$ cat src/rtl/axil_bus_pkg.sv
// Shared types, default memory map and address decode
// for the AXI4-Lite 1-master/2-slave decoder.
package axil_bus_pkg;

  typedef enum logic [1:0] {
    SEL_SRAM,
    SEL_AES,
    SEL_ERR
  } sel_t;

  typedef enum logic [1:0] {
    W_IDLE,
    W_ADDR,
    W_RESP
  } wstate_t;

  typedef enum logic [1:0] {
    R_IDLE,
    R_ADDR,
    R_DATA
  } rstate_t;

  localparam logic [1:0] RESP_OKAY   = 2'b00;
  localparam logic [1:0] RESP_DECERR = 2'b11;

  localparam logic [31:0] DEF_SRAM_BASE = 32'h0000_0000;
  localparam logic [31:0] DEF_SRAM_SIZE = 32'h0000_0200;
  localparam logic [31:0] DEF_AES_BASE  = 32'h0000_0300;
  localparam logic [31:0] DEF_AES_SIZE  = 32'h0000_0100;

  // 33-bit compare so a window ending at 4 GiB does not wrap
  function automatic logic hit(
    input logic [31:0] addr,
    input logic [31:0] base,
    input logic [31:0] size
  );
    logic [32:0] lim;
    lim = {1'b0, base} + {1'b0, size};
    return ({1'b0, addr} >= {1'b0, base}) &&
           ({1'b0, addr} < lim);
  endfunction

  function automatic sel_t decode(
    input logic [31:0] addr,
    input logic [31:0] sram_base,
    input logic [31:0] sram_size,
    input logic [31:0] aes_base,
    input logic [31:0] aes_size
  );
    if (hit(addr, sram_base, sram_size))
      return SEL_SRAM;
    if (hit(addr, aes_base, aes_size))
      return SEL_AES;
    return SEL_ERR;
  endfunction

endpackage

$ cat src/rtl/axil_decerr_slave.sv
// Internal responder for unmapped addresses: accepts
// immediately, answers DECERR, counts error responses.
module axil_decerr_slave
  import axil_bus_pkg::*;
(
  input  logic        clk,
  input  logic        reset,
  input  logic        aw_valid_i,
  input  logic        w_valid_i,
  input  logic        b_active_i,
  input  logic        b_ready_i,
  input  logic        ar_valid_i,
  input  logic        r_active_i,
  input  logic        r_ready_i,
  output logic        aw_ready_o,
  output logic        w_ready_o,
  output logic        b_valid_o,
  output logic [1:0]  b_resp_o,
  output logic        ar_ready_o,
  output logic        r_valid_o,
  output logic [31:0] r_data_o,
  output logic [1:0]  r_resp_o,
  output logic [7:0]  cnt_o
);

  logic [7:0] cnt_q;
  logic [7:0] cnt_d;
  logic [1:0] inc;
  logic [8:0] sum;

  assign aw_ready_o = aw_valid_i;
  assign w_ready_o  = w_valid_i;
  assign ar_ready_o = ar_valid_i;

  assign b_valid_o = b_active_i;
  assign b_resp_o  = b_active_i ? RESP_DECERR : RESP_OKAY;
  assign r_valid_o = r_active_i;
  assign r_resp_o  = r_active_i ? RESP_DECERR : RESP_OKAY;
  assign r_data_o  = '0;

  // a B and an R error handshake may land together
  assign inc = {1'b0, b_valid_o & b_ready_i}
             + {1'b0, r_valid_o & r_ready_i};
  assign sum = {1'b0, cnt_q} + {7'b0, inc};

  always_comb begin
    cnt_d = sum[7:0];
    if (sum[8])
      cnt_d = 8'hFF;
  end

  always_ff @(posedge clk or posedge reset) begin
    if (reset)
      cnt_q <= '0;
    else
      cnt_q <= cnt_d;
  end

  assign cnt_o = cnt_q;

endmodule

$ cat src/rtl/axil_bus_decoder.sv
// Registered AXI4-Lite decoder: picorv32 master to SRAM (s0)
// and AES (s1); routing is latched per transaction.
module axil_bus_decoder
  import axil_bus_pkg::*;
#(
  parameter logic [31:0] SRAM_BASE = DEF_SRAM_BASE,
  parameter logic [31:0] SRAM_SIZE = DEF_SRAM_SIZE,
  parameter logic [31:0] AES_BASE  = DEF_AES_BASE,
  parameter logic [31:0] AES_SIZE  = DEF_AES_SIZE
) (
  input  logic        clk,
  input  logic        reset,
  input  logic [31:0] m_awaddr,
  input  logic [2:0]  m_awprot,
  input  logic        m_awvalid,
  output logic        m_awready,
  input  logic [31:0] m_wdata,
  input  logic [3:0]  m_wstrb,
  input  logic        m_wvalid,
  output logic        m_wready,
  output logic        m_bvalid,
  output logic [1:0]  m_bresp,
  input  logic        m_bready,
  input  logic [31:0] m_araddr,
  input  logic [2:0]  m_arprot,
  input  logic        m_arvalid,
  output logic        m_arready,
  output logic        m_rvalid,
  output logic [31:0] m_rdata,
  output logic [1:0]  m_rresp,
  input  logic        m_rready,
  output logic [31:0] s0_awaddr,
  output logic [2:0]  s0_awprot,
  output logic        s0_awvalid,
  input  logic        s0_awready,
  output logic [31:0] s0_wdata,
  output logic [3:0]  s0_wstrb,
  output logic        s0_wvalid,
  input  logic        s0_wready,
  input  logic        s0_bvalid,
  input  logic [1:0]  s0_bresp,
  output logic        s0_bready,
  output logic [31:0] s0_araddr,
  output logic [2:0]  s0_arprot,
  output logic        s0_arvalid,
  input  logic        s0_arready,
  input  logic        s0_rvalid,
  input  logic [31:0] s0_rdata,
  input  logic [1:0]  s0_rresp,
  output logic        s0_rready,
  output logic [31:0] s1_awaddr,
  output logic [2:0]  s1_awprot,
  output logic        s1_awvalid,
  input  logic        s1_awready,
  output logic [31:0] s1_wdata,
  output logic [3:0]  s1_wstrb,
  output logic        s1_wvalid,
  input  logic        s1_wready,
  input  logic        s1_bvalid,
  input  logic [1:0]  s1_bresp,
  output logic        s1_bready,
  output logic [31:0] s1_araddr,
  output logic [2:0]  s1_arprot,
  output logic        s1_arvalid,
  input  logic        s1_arready,
  input  logic        s1_rvalid,
  input  logic [31:0] s1_rdata,
  input  logic [1:0]  s1_rresp,
  output logic        s1_rready,
  output logic        wr_busy,
  output logic        rd_busy,
  output logic [7:0]  decerr_cnt
);

  wstate_t wstate_q, wstate_d;
  rstate_t rstate_q, rstate_d;
  sel_t    wsel_q, wsel_d;
  sel_t    rsel_q, rsel_d;
  logic    aw_done_q, aw_done_d;
  logic    w_done_q, w_done_d;

  logic        aw_g, w_g;
  logic        aw_rdy, w_rdy;
  logic        e_awvalid, e_wvalid, e_arvalid;
  logic        e_bactive, e_ractive;
  logic        e_awready, e_wready, e_arready;
  logic        e_bvalid, e_rvalid;
  logic [1:0]  e_bresp, e_rresp;
  logic [31:0] e_rdata;

  assign s0_awaddr = m_awaddr;
  assign s0_awprot = m_awprot;
  assign s0_wdata  = m_wdata;
  assign s0_wstrb  = m_wstrb;
  assign s0_araddr = m_araddr;
  assign s0_arprot = m_arprot;
  assign s1_awaddr = m_awaddr;
  assign s1_awprot = m_awprot;
  assign s1_wdata  = m_wdata;
  assign s1_wstrb  = m_wstrb;
  assign s1_araddr = m_araddr;
  assign s1_arprot = m_arprot;

  assign wr_busy = (wstate_q != W_IDLE);
  assign rd_busy = (rstate_q != R_IDLE);

  assign aw_g = (wstate_q == W_ADDR)
              & m_awvalid & ~aw_done_q;
  assign w_g  = (wstate_q == W_ADDR)
              & m_wvalid & ~w_done_q;

  // kept outside the FSM processes to avoid a comb loop
  // through the error responder's ready outputs
  assign e_awvalid = aw_g & (wsel_q == SEL_ERR);
  assign e_wvalid  = w_g & (wsel_q == SEL_ERR);
  assign e_bactive = (wstate_q == W_RESP)
                   & (wsel_q == SEL_ERR);
  assign e_arvalid = (rstate_q == R_ADDR)
                   & (rsel_q == SEL_ERR) & m_arvalid;
  assign e_ractive = (rstate_q == R_DATA)
                   & (rsel_q == SEL_ERR);

  axil_decerr_slave u_err (
    .clk        (clk),
    .reset      (reset),
    .aw_valid_i (e_awvalid),
    .w_valid_i  (e_wvalid),
    .b_active_i (e_bactive),
    .b_ready_i  (m_bready),
    .ar_valid_i (e_arvalid),
    .r_active_i (e_ractive),
    .r_ready_i  (m_rready),
    .aw_ready_o (e_awready),
    .w_ready_o  (e_wready),
    .b_valid_o  (e_bvalid),
    .b_resp_o   (e_bresp),
    .ar_ready_o (e_arready),
    .r_valid_o  (e_rvalid),
    .r_data_o   (e_rdata),
    .r_resp_o   (e_rresp),
    .cnt_o      (decerr_cnt)
  );

  always_ff @(posedge clk or posedge reset) begin
    if (reset) begin
      wstate_q  <= W_IDLE;
      wsel_q    <= SEL_SRAM;
      aw_done_q <= 1'b0;
      w_done_q  <= 1'b0;
      rstate_q  <= R_IDLE;
      rsel_q    <= SEL_SRAM;
    end else begin
      wstate_q  <= wstate_d;
      wsel_q    <= wsel_d;
      aw_done_q <= aw_done_d;
      w_done_q  <= w_done_d;
      rstate_q  <= rstate_d;
      rsel_q    <= rsel_d;
    end
  end

  always_comb begin
    wstate_d   = wstate_q;
    wsel_d     = wsel_q;
    aw_done_d  = aw_done_q;
    w_done_d   = w_done_q;
    aw_rdy     = 1'b0;
    w_rdy      = 1'b0;
    s0_awvalid = 1'b0;
    s0_wvalid  = 1'b0;
    s0_bready  = 1'b0;
    s1_awvalid = 1'b0;
    s1_wvalid  = 1'b0;
    s1_bready  = 1'b0;
    m_awready  = 1'b0;
    m_wready   = 1'b0;
    m_bvalid   = 1'b0;
    m_bresp    = RESP_OKAY;
    unique case (wstate_q)
      W_IDLE: begin
        if (m_awvalid) begin
          wsel_d = decode(m_awaddr, SRAM_BASE,
                          SRAM_SIZE, AES_BASE,
                          AES_SIZE);
          aw_done_d = 1'b0;
          w_done_d  = 1'b0;
          wstate_d  = W_ADDR;
        end
      end
      W_ADDR: begin
        unique case (wsel_q)
          SEL_SRAM: begin
            s0_awvalid = aw_g;
            s0_wvalid  = w_g;
            aw_rdy     = s0_awready;
            w_rdy      = s0_wready;
          end
          SEL_AES: begin
            s1_awvalid = aw_g;
            s1_wvalid  = w_g;
            aw_rdy     = s1_awready;
            w_rdy      = s1_wready;
          end
          default: begin
            aw_rdy = e_awready;
            w_rdy  = e_wready;
          end
        endcase
        m_awready = aw_rdy & ~aw_done_q;
        m_wready  = w_rdy & ~w_done_q;
        aw_done_d = aw_done_q
                  | (m_awvalid & m_awready);
        w_done_d  = w_done_q
                  | (m_wvalid & m_wready);
        if (aw_done_d & w_done_d)
          wstate_d = W_RESP;
      end
      W_RESP: begin
        unique case (wsel_q)
          SEL_SRAM: begin
            m_bvalid  = s0_bvalid;
            m_bresp   = s0_bresp;
            s0_bready = m_bready;
          end
          SEL_AES: begin
            m_bvalid  = s1_bvalid;
            m_bresp   = s1_bresp;
            s1_bready = m_bready;
          end
          default: begin
            m_bvalid = e_bvalid;
            m_bresp  = e_bresp;
          end
        endcase
        if (m_bvalid & m_bready)
          wstate_d = W_IDLE;
      end
      default: wstate_d = W_IDLE;
    endcase
  end

  always_comb begin
    rstate_d   = rstate_q;
    rsel_d     = rsel_q;
    s0_arvalid = 1'b0;
    s0_rready  = 1'b0;
    s1_arvalid = 1'b0;
    s1_rready  = 1'b0;
    m_arready  = 1'b0;
    m_rvalid   = 1'b0;
    m_rdata    = '0;
    m_rresp    = RESP_OKAY;
    unique case (rstate_q)
      R_IDLE: begin
        if (m_arvalid) begin
          rsel_d = decode(m_araddr, SRAM_BASE,
                          SRAM_SIZE, AES_BASE,
                          AES_SIZE);
          rstate_d = R_ADDR;
        end
      end
      R_ADDR: begin
        unique case (rsel_q)
          SEL_SRAM: begin
            s0_arvalid = m_arvalid;
            m_arready  = s0_arready;
          end
          SEL_AES: begin
            s1_arvalid = m_arvalid;
            m_arready  = s1_arready;
          end
          default: m_arready = e_arready;
        endcase
        if (m_arvalid & m_arready)
          rstate_d = R_DATA;
      end
      R_DATA: begin
        unique case (rsel_q)
          SEL_SRAM: begin
            m_rvalid  = s0_rvalid;
            m_rdata   = s0_rdata;
            m_rresp   = s0_rresp;
            s0_rready = m_rready;
          end
          SEL_AES: begin
            m_rvalid  = s1_rvalid;
            m_rdata   = s1_rdata;
            m_rresp   = s1_rresp;
            s1_rready = m_rready;
          end
          default: begin
            m_rvalid = e_rvalid;
            m_rdata  = e_rdata;
            m_rresp  = e_rresp;
          end
        endcase
        if (m_rvalid & m_rready)
          rstate_d = R_IDLE;
      end
      default: rstate_d = R_IDLE;
    endcase
  end

endmodule

$ cat config.mk
export PLATFORM = sky130hd
export DESIGN_NAME = axil_bus_decoder
export DESIGN_NICKNAME = d
export VERILOG_FILES = /design/src/rtl/axil_bus_pkg.sv /design/src/rtl/axil_decerr_slave.sv /design/src/rtl/axil_bus_decoder.sv
export SDC_FILE = /design/constraint.sdc
export NUM_CORES = 1
export LEC_CHECK = 0
export ABC_AREA = 1
export BUFFER_PORTS_ARGS = -buffer_cell sky130_fd_sc_hd__buf_2
export CORE_AREA = 2 2 182 184
export CTS_CLUSTER_SIZE = 40
export DETAILED_ROUTE_END_ITERATION = 12
export DIE_AREA = 0 0 184 186
export PLACE_DENSITY = 0.39
export SLEW_MARGIN = 5
export SYNTH_ARGS = -nofsm -noshare
export SYNTH_HDL_FRONTEND = slang
export SYNTH_HIERARCHICAL = 1
export SYNTH_SLANG_ARGS = --single-unit
export TNS_END_PERCENT = 100
$ cat constraint.sdc
create_clock -name clk -period 2.3 [get_ports clk]
set_input_delay 0.23 -clock clk [delete_from_list [all_inputs] [get_ports clk]]
set_output_delay 0.23 -clock clk [all_outputs]
set_load 0.01 [all_outputs]
==> After elaboration in Yosys (flattened, before gate mapping) <==
Index checks and enable logic that the tools add are counted.
{ "word_totals": {"reg_bits": 18, "out_inout_bits": 273} }
{ "classes": {"n_addsub": 2, "order_cmp": 6, "n_eq_ne": 14, "mux": 77, "bitwise": 24, "reduce_logical": 14} }
{ "ops": {"columns": ["operator", "count"], "rows": [
  ["greater-or-equal comparator 32 x 10 -> 1 bit, second input constant", 2],
  ["< comparator 32 x 10 -> 1 bit, second input constant", 2],
  ["< comparator 32 x 11 -> 1 bit, second input constant", 2],
  ["one-hot mux 32 bit (2 select lines)", 1],
  ["two-way mux 1 bit", 45],
  ["two-way mux 2 bit", 18],
  ["two-way mux 32 bit", 1],
  ["AND 1 bit", 20],
  ["one-hot mux 1 bit (2 select lines)", 7],
  ["one-hot mux 2 bit (3 select lines)", 2],
  ["adder 8 x 2 -> 9 bit", 1],
  ["equality test 2 x 1 -> 1 bit, second input constant", 4],
  ["equality test 2 bit, second input constant", 4],
  ["zero test 2 bit", 4],
  ["two-way mux 8 bit", 1],
  ["!= test 2 x 1 -> 1 bit, second input constant", 4],
  ["one-hot mux 2 bit (2 select lines)", 2],
  ["AND reduction 2 bit", 3],
  ["AND reduction 3 bit", 2],
  ["nonzero test 2 bit", 3],
  ["!= test 2 bit, second input constant", 2],
  ["adder 1 x 1 -> 2 bit", 1],
  ["logical AND 1 bit", 2],
  ["inverter 1 bit", 2],
  ["bitwise OR 1 bit", 2]
]} }

==> Longest topological paths before layout <==
Gate-level depths: netlist of the first run.
{ "logic_depth": {"ltp_word": 12, "depth_mapped": 13, "mapped_depth_nobuf": 13} }

==> By module <==
The synthesis of the first run kept the hierarchy.
{ "by_module_without_submodules": {"columns": ["mod", "n_inst", "cells_each", "area_each_um2", "seq_area_each_um2"], "rows": [
  ["axil_bus_decoder", 1, 625, 3582.2, 250.2],
  ["axil_decerr_slave", 1, 96, 742.0, 200.2]
]} }

==> Worst setup path before layout of the first run <==
No wires, ideal clock.
{ "synth_path": {"path_type": "reg2reg", "startpoint": "reg wsel_q[1]", "endpoint": "reg u_err.cnt_q[6], in the netlist u_err/cnt_o[6]", "setup_time_ps": 121, "t_arrival_ps": 2186, "setup_slack_ps": -8, "stages_incl_launch_ff": 13, "cell_sequence": "dfrtp_1 > inv_4 > or2_2 > nor2_1 > nand2_1 > fa_1 > inv_1 > ha_1 > nand2_1 > nor2_2 > nand2_1 > nand2_1 > o21ai_1"} }
{ "synth_via": {"elab_chain_cells": 6} }
{ "synth_rtl": {"columns": ["element", "line", "source"], "rows": [
  ["from (decl)", "axil_bus_decoder.sv:77", "sel_t wsel_q, wsel_d;"],
  ["from (signal assigned)", "axil_bus_decoder.sv:154", "wsel_q <= wsel_d;"],
  ["equality test 2 bit", "axil_bus_decoder.sv:117", "& (wsel_q == SEL_ERR);"],
  ["AND 1 bit", "axil_bus_decoder.sv:117", null],
  ["via e_bactive", "axil_bus_decoder.sv:85", "logic e_bactive, e_ractive;"],
  ["AND 1 bit", "axil_decerr_slave.sv:42", "assign inc = {1'b0, b_valid_o & b_ready_i}"],
  ["adder 1 x 1 -> 2 bit", "axil_decerr_slave.sv:43", "+ {1'b0, r_valid_o & r_ready_i};"],
  ["adder 8 x 2 -> 9 bit", "axil_decerr_slave.sv:44", "assign sum = {1'b0, cnt_q} + {7'b0, inc};"],
  ["two-way mux 8 bit", "axil_decerr_slave.sv:48", "if (sum[8])"],
  ["via u_err.cnt_d[6]", "axil_decerr_slave.sv:27", "logic [7:0] cnt_d;"],
  ["to (signal assigned)", "axil_decerr_slave.sv:56", "cnt_q <= cnt_d;"],
  ["to (decl)", "axil_decerr_slave.sv:26", "logic [7:0] cnt_q;"]
]} }
The timed path passes the listed nets, and every way through them passes these cells.
A chain may end at the register's enable or synchronous reset.

==> Final worst setup path of the first run <==
{ "layout_path": {"startpoint": "reg wsel_q[1]", "endpoint": "reg u_err.cnt_q[7], in the netlist u_err/cnt_o[7]"} }
Same word-level chain as after synthesis.

==> flow_summary.toml, run 1 <==
[drt]
drt_drc_violations_left = 0
vias = 3941
number_of_detailed_routing_iterations_run_before_antenna_repair = 4
avgViaCountPerCell = 3.27
route.detailed.wl_per_inst_um = 11.5
ant_nets = 0
wl_mm = 13.9
drt_initial_violations = 77

[worst_setup_path]
worst-endpoint-arrival_ns = 2.34
crit_path_max_incr_delay_ns = 0.41
reg2reg_from = "wsel_q[1]$_DFFE_PP0P_"
crit_chain = "inv_4 -> or2_2 -> nor2_2 -> nand2_1 -> fa_1 -> inv_1 -> ha_1 -> nand2_1 -> nor2_4 -> nand3_4 -> nand3_1"
endpoint_kind_of_the_worst_setup_timing_path = "register"
critical_path_peak_fanout = 7
cp-start-kind = "register"
crit_type = "register to register"
crit_required_ns = 2.48
r2r-end = "u_err/cnt_o[7]$_DFF_PP0_"
worst-r2r-cell-count = 11
crit_path_top_delay_cell = "fa_1"
setup.reg_to_reg.worst_slack_ns = 0.15
critPathTopFamily = "simple AND/OR/NAND/NOR gates"
critical_path.n_buffers_inverters = 2
worst_path_most_repeated_cell = "nand2_1"

[synthesis]
synthDominantCellAreaShare_pct = 44.6
syn_avg_cell_area_sq_um = 6.00
post_synth_edffs = 0
yosys_most_used_dff = "dfrtp_1"
synth.lib_cells_used.distinct = 29
synth_seq_area_share_pct = 10.4
number_of_synthesized_register_bits = 18
synthTopCellsByArea = "buf_4 (45%), nand2_1 (18%), dfrtp_1 (10%)"
async_reset_ff_share_pct = 100
syn-cell-area_sq_um = 4320
yosysWarnings = 6
yosys.area.top_type = "buf_4"
netlist_instances = 721

[floorplan]
placementRows = 66
die-height_um = 186
die-area_sq_um = 34200
core_region_area_sq_um = 32200
initial_utilization_pct = 13.4
pin_count = 468
die_width_um = 184

[sta]
clock.fmax_mhz = 464
period_needed_ns = 2.15
skew_ns = 0.00317
fin_ws_ns = 0.146
finalCritPeriodShare_pct = 93.7
final-setup-viol-count = 0
finalHoldViolCount = 0
final_number_of_max_transition_violations = 0
fin_worst_hold_slack_ns = 0.237

[global_route]
grt_pass1_vias = 3591
grt_start_max_net_pins = 38
grt_first_pass_wirelength_mm = 19.6
grt_util_all_layers_pct = 7.42
antenna_found_initial = 1
grt.overflow.total = 0

[min_path]
worstHoldPathType = "primary input to register"
worstHoldEndpoint = "rstate_q[1]$_DFFE_PP0P_"
hold_path_startpoint = "m_arvalid"
whs_path_depth = 3

[placement]
place.port_buffers = 293
placed_cell_area_sq_um = 4530
post-dp-hpwl_mm = 11.7
place_ws_ns = 0.0782
numPlacedInstances = 1199
finalWeightedCongestion = 0.753

[power]
worst_vdd_rail_ir_drop_v = 0.000251
power.leakage_nw = 2.93
power.density_cell_area_nw_per_um2 = 597

[clock_tree]
clock_tree.root_cell = "clkbuf_16"
cts_buffer_depth = 2
clock_insertion_delay_worst_skew_ns = 0.25
cts.htree.levels = 1
tritoncts = "built"
cts_sinks = 18
number_of_buffers_inserted_during_clock_tree_synthesis = 3
clk_pin_slew_ns = 0.06

[outcome]
outcome = "completed"

[layout]
num_antenna_cells = 0
final_area_sq_um = 4640
final_cells = 1204
final_net_count = 994
post_route_cells_drive_above_1_share_pct = 42.2
postLayoutCoreUtil_pct = 14.4
relative_area_change_from_synthesis_to_final_layout_pct = 7.41

[flow_run]
maxCapViolCount = 0
==> worst reg2reg max path: cells and delay by family (launching register included) <==
kind / cells / cell delay (ns)
and+or+nand+nor: 7 / 1.01
DFF: 1 / 0.38
adders and majority gates: 2 / 0.59
buffers and inverters: 2 / 0.10
==> routing by layer <==
metal / GRT usage (%) / wire (um)
met1: 7.71 / 5150
met4: 3.58 / 646
met5: 0 / 13
met2: 13.9 / 6830
met3: 1.82 / 1240
==> timing repair <==
item,4_1_cts,5_1_grt
hold buffers,1,0
hold endpoints to repair,8,0
setup endpoints to repair,0,8
resized for setup,0,3
setup buffers,0,0
==> logic make-up (layout without fill, tap and decap cells) <==
logic type / after synthesis / count (layout) / share of synthesized area [%]
AND/OR/NAND/NOR: 339 / 339 / 33.3
XOR/XNOR: 1 / 1 / 0.203
buffers and inverters: 347 / 391 / 53.4
adder cells (fa/ha/maj): 2 / 2 / 0.752
AO/OA/AOI/OAI: 13 / 13 / 1.91
other: 1 / 32 / 0.0867
flip-flops: 18 / 18 / 10.4
==> state kept, by name, summed over array words and instances (netlist names) <==
name         flops
aw_done_q        1
rsel_q           2
rstate_q         2
u_err/cnt_o      8
w_done_q         1
wsel_q           2
wstate_q         2
==> metrics by stage <==
step / TNS (ns) / total power, mW
after floorplan: 0 / 2.06
after detailed placement: 0 / 2.44
after global routing: -0.0462 / 3.13
final: 0 / 2.77
after global placement: 0 / 2.46
after CTS: 0 / 2.85
==> worst max-delay path by stage <==
stage | start | endpoint | slack [ns] | cells after the start
after global placement | wsel_q[1]$_DFFE_PP0P_ | u_err/cnt_o[2]$_DFF_PP0_ | 0.12 | 11
final | wsel_q[1]$_DFFE_PP0P_ | u_err/cnt_o[7]$_DFF_PP0_ | 0.15 | 11
after floorplan | wsel_q[0]$_DFFE_PP0P_ | u_err/cnt_o[6]$_DFF_PP0_ | 0.01 | 12
after detailed placement | wsel_q[1]$_DFFE_PP0P_ | u_err/cnt_o[7]$_DFF_PP0_ | 0.08 | 11
after CTS | wsel_q[1]$_DFFE_PP0P_ | u_err/cnt_o[7]$_DFF_PP0_ | 0.06 | 11
after global routing | wsel_q[1]$_DFFE_PP0P_ | u_err/cnt_o[7]$_DFF_PP0_ | -0.02 | 11
==> cell usage after synthesis, types with 2 or more instances <==
| cell | count |
|---|---|
| nand3_2 | 5 |
| o21ai_0 | 4 |
| buf_2 | 5 |
| dfrtp_1 | 18 |
| inv_1 | 76 |
| nand3_1 | 58 |
| o21ai_1 | 2 |
| a21oi_1 | 4 |
| nand2_2 | 4 |
| nand2_1 | 206 |
| buf_6 | 4 |
| nor2_4 | 4 |
| nor2_2 | 2 |
| nor3_1 | 3 |
| buf_4 | 257 |
| nor2_1 | 53 |
| inv_2 | 3 |
| o211ai_2 | 2 |
==> layout make-up <==
type	count	area [sq um]
fillers	3792	27600
inverters	80	303
well taps	408	510
repair buffers	307	1590
clock buffers	4	88.8
multi-input cells	387	1700
flip-flops and latches	18	453
==> report_power, final <==
part | switching [mW] | total, mW | internal, mW | leakage (nW)
Clock | 0.128 | 0.392 | 0.265 | 0.0442
Combinational | 1.19 | 1.90 | 0.704 | 2.65
Sequential | 0.0716 | 0.482 | 0.410 | 0.231
Total | 1.39 | 2.77 | 1.38 | 2.93
==> cells in the final DEF (no fill, tap or decap), types with 6 or more instances in the layout <==
cell     netlist  layout
buf_2          5     293
buf_4        257      12
conb_1         1      32
dfrtp_1       18      16
inv_1         76      76
nand2_1      206     206
nand3_1       58      58
nor2_1        53      52
nor2_4         4       6
(Power assumes the default switching activity.)
==> run 2, diff against run 1 <==
==> constraint.sdc (replaced) <==
create_clock -name clk -period 2.3 [get_ports clk]
set_input_delay 0.23 -clock clk [delete_from_list [all_inputs] [get_ports clk]]
set_output_delay 0.23 -clock clk [all_outputs]
set_load 0.1 [all_outputs]
==> run 2 against run 1 <==
Net effect: flip-flop and latch count stayed put; register-to-register slack better by 0.02 ns; largest cell class is now non-clock buffers; critical path type unchanged; setup slack better by 0.023 ns; critical endpoint is now u_err/cnt_o[6]$_DFF_PP0_; die area is the same.
==> flow_summary.toml, run 2 (synthesized netlist as in run 1, its figures left out) <==
[layout]
max_reg_flops = 8
final_area_sq_um = 5300
post_route_cells_drive_above_1_share_pct = 43.7
layout_commonest_cell = "buf_2"
final_cells = 1205
highest_count_cells_in_the_layout_ignoring_fill_and_taps = "buf_2 (251), nand2_1 (205), inv_1 (76)"
final_net_count = 995
num_antenna_cells = 0
relative_area_change_from_synthesis_to_final_layout_pct = 22.5

[floorplan]
placementRows = 66
die-height_um = 186
die_width_um = 184
core_region_area_sq_um = 32200
initial_utilization_pct = 13.4
pin_count = 468
die-area_sq_um = 34200

[clock_tree]
number_of_buffers_inserted_during_clock_tree_synthesis = 3
cts_sinks = 18
clk_pin_slew_ns = 0.06
cts.htree.levels = 1
clock_tree.root_cell = "clkbuf_16"
tritoncts = "built"
clock_insertion_delay_worst_skew_ns = 0.25
cts_buffer_depth = 2

[drt]
wl_mm = 13.9
number_of_detailed_routing_iterations_run_before_antenna_repair = 4
avgViaCountPerCell = 3.26
drt_drc_violations_left = 0
route.detailed.wl_per_inst_um = 11.5
drt_initial_violations = 59
vias = 3931
ant_nets = 0

[flow_run]
maxCapViolCount = 0

[sta]
finalHoldViolCount = 0
final_number_of_max_transition_violations = 0
worst_pin_slew_ns = 0.555
slew-limit-headroom_pct = 63.3
finalCritPeriodShare_pct = 92.7
skew_ns = 0.00449
final-setup-viol-count = 0
fin_worst_hold_slack_ns = 0.237
period_needed_ns = 2.13
clock.fmax_mhz = 469
grt_setup_unrepaired = "no"

[worst_setup_path]
crit_type = "register to register"
setup.reg_to_reg.worst_slack_ns = 0.17
reg2reg_from = "wsel_q[1]$_DFFE_PP0P_"
endpoint_kind_of_the_worst_setup_timing_path = "register"
critical_path_peak_fanout = 7
worst-r2r-cell-count = 12
crit_required_ns = 2.43
cp-start-kind = "register"
r2r-end = "u_err/cnt_o[6]$_DFF_PP0_"
endpoint = "u_err/cnt_o[6]$_DFF_PP0_"
cp_launch_point = "wsel_q[1]$_DFFE_PP0P_"
worst-endpoint-arrival_ns = 2.27

[global_route]
grt_first_pass_wirelength_mm = 20.3
antenna_found_initial = 1
grt_util_all_layers_pct = 7.70
grt.overflow.total = 0
grt_pass1_vias = 3677
grt_start_max_net_pins = 36

[placement]
post-dp-hpwl_mm = 12.0
finalWeightedCongestion = 0.747
placed_cell_area_sq_um = 5170
place.port_buffers = 293
numPlacedInstances = 1199

[power]
power.leakage_nw = 3.04
power.density_cell_area_nw_per_um2 = 919
worst_vdd_rail_ir_drop_v = 0.000510

[min_path]
worstHoldPathType = "primary input to register"

[outcome]
outcome = "completed"
[run 2: cell types whose count changed in the layout (fill, tap and decap cells not counted), moves of 3 or more]
cell,delta
nor2_1,-5
nor3_2,+3
nor3_1,-3
buf_2,-42
nor2_2,+4
buf_12,+40
[run 2: critical path: stages (launching register included)]
cell and delay [ns]:
dfrtp_2 0.38, inv_4 0.06, or2_2 0.31, nor2_2 0.11, nand2_1 0.10, fa_2 0.35, inv_1 0.06, ha_1 0.19
nand2_2 0.10, nor2_4 0.14, nand2_1 0.08, nand2_1 0.06, o21ai_1 0.06
[run 2: repair_timing]
item                                    CTS  global route
hold endpoints to repair                  8             0
endpoints found under the setup margin    0            10
hold buffers                              1             0
buffers inserted                          0             1
gates resized for setup                   0             5
[run 2: layout make-up]
class	count	area [sq um]
Inverter	80	303
Fill cell	3757	26900
Multi-Input combinational cell	387	1740
Clock buffer	4	88.8
Sequential cell	18	454
Tap cell	408	510
Timing Repair Buffer	308	2200
[run 2: worst min path at each step]
stage,start,end,slack (ns),depth (start not counted)
finish,m_arvalid,rstate_q[1]$_DFFE_PP0P_,0.24,3
global route,m_arvalid,rstate_q[1]$_DFFE_PP0P_,0.26,3
CTS,m_arvalid,rstate_q[1]$_DFFE_PP0P_,0.24,3
detailed placement,reset,u_err/cnt_o[7]$_DFF_PP0_,0.23,2
global placement,reset,u_err/cnt_o[6]$_DFF_PP0_,0.23,2
floorplan,reset,u_err/cnt_o[1]$_DFF_PP0_,0.05,1
[run 2: power by group]
group,switching [mW],total (mW),internal [mW]
clock network,0.130,0.395,0.265
registers,0.0802,0.493,0.412
logic,3.00,3.98,0.972
[run 2: per-stage QoR]
step	TNS [ns]	setup slack, ns	total power, mW	util (%)
after floorplan	-0.217	-0.0534	4.58	-
after global placement	0	0.137	4.55	16.1
after detailed placement	0	0.0948	4.53	16.1
after CTS	0	0.0762	4.94	16.4
after global routing	0	0.00316	5.22	16.4
final	0	0.169	4.86	16.4
[run 2: layer usage]
layer	vias to the layer above	part of all wire, %	GRT usage, %
li1	2026	-	-
met1	1644	37	8.02
met2	218	51	14.8
met3	41	8.9	2.00
met4	2	3.2	2.69
met5	-	0.094	0
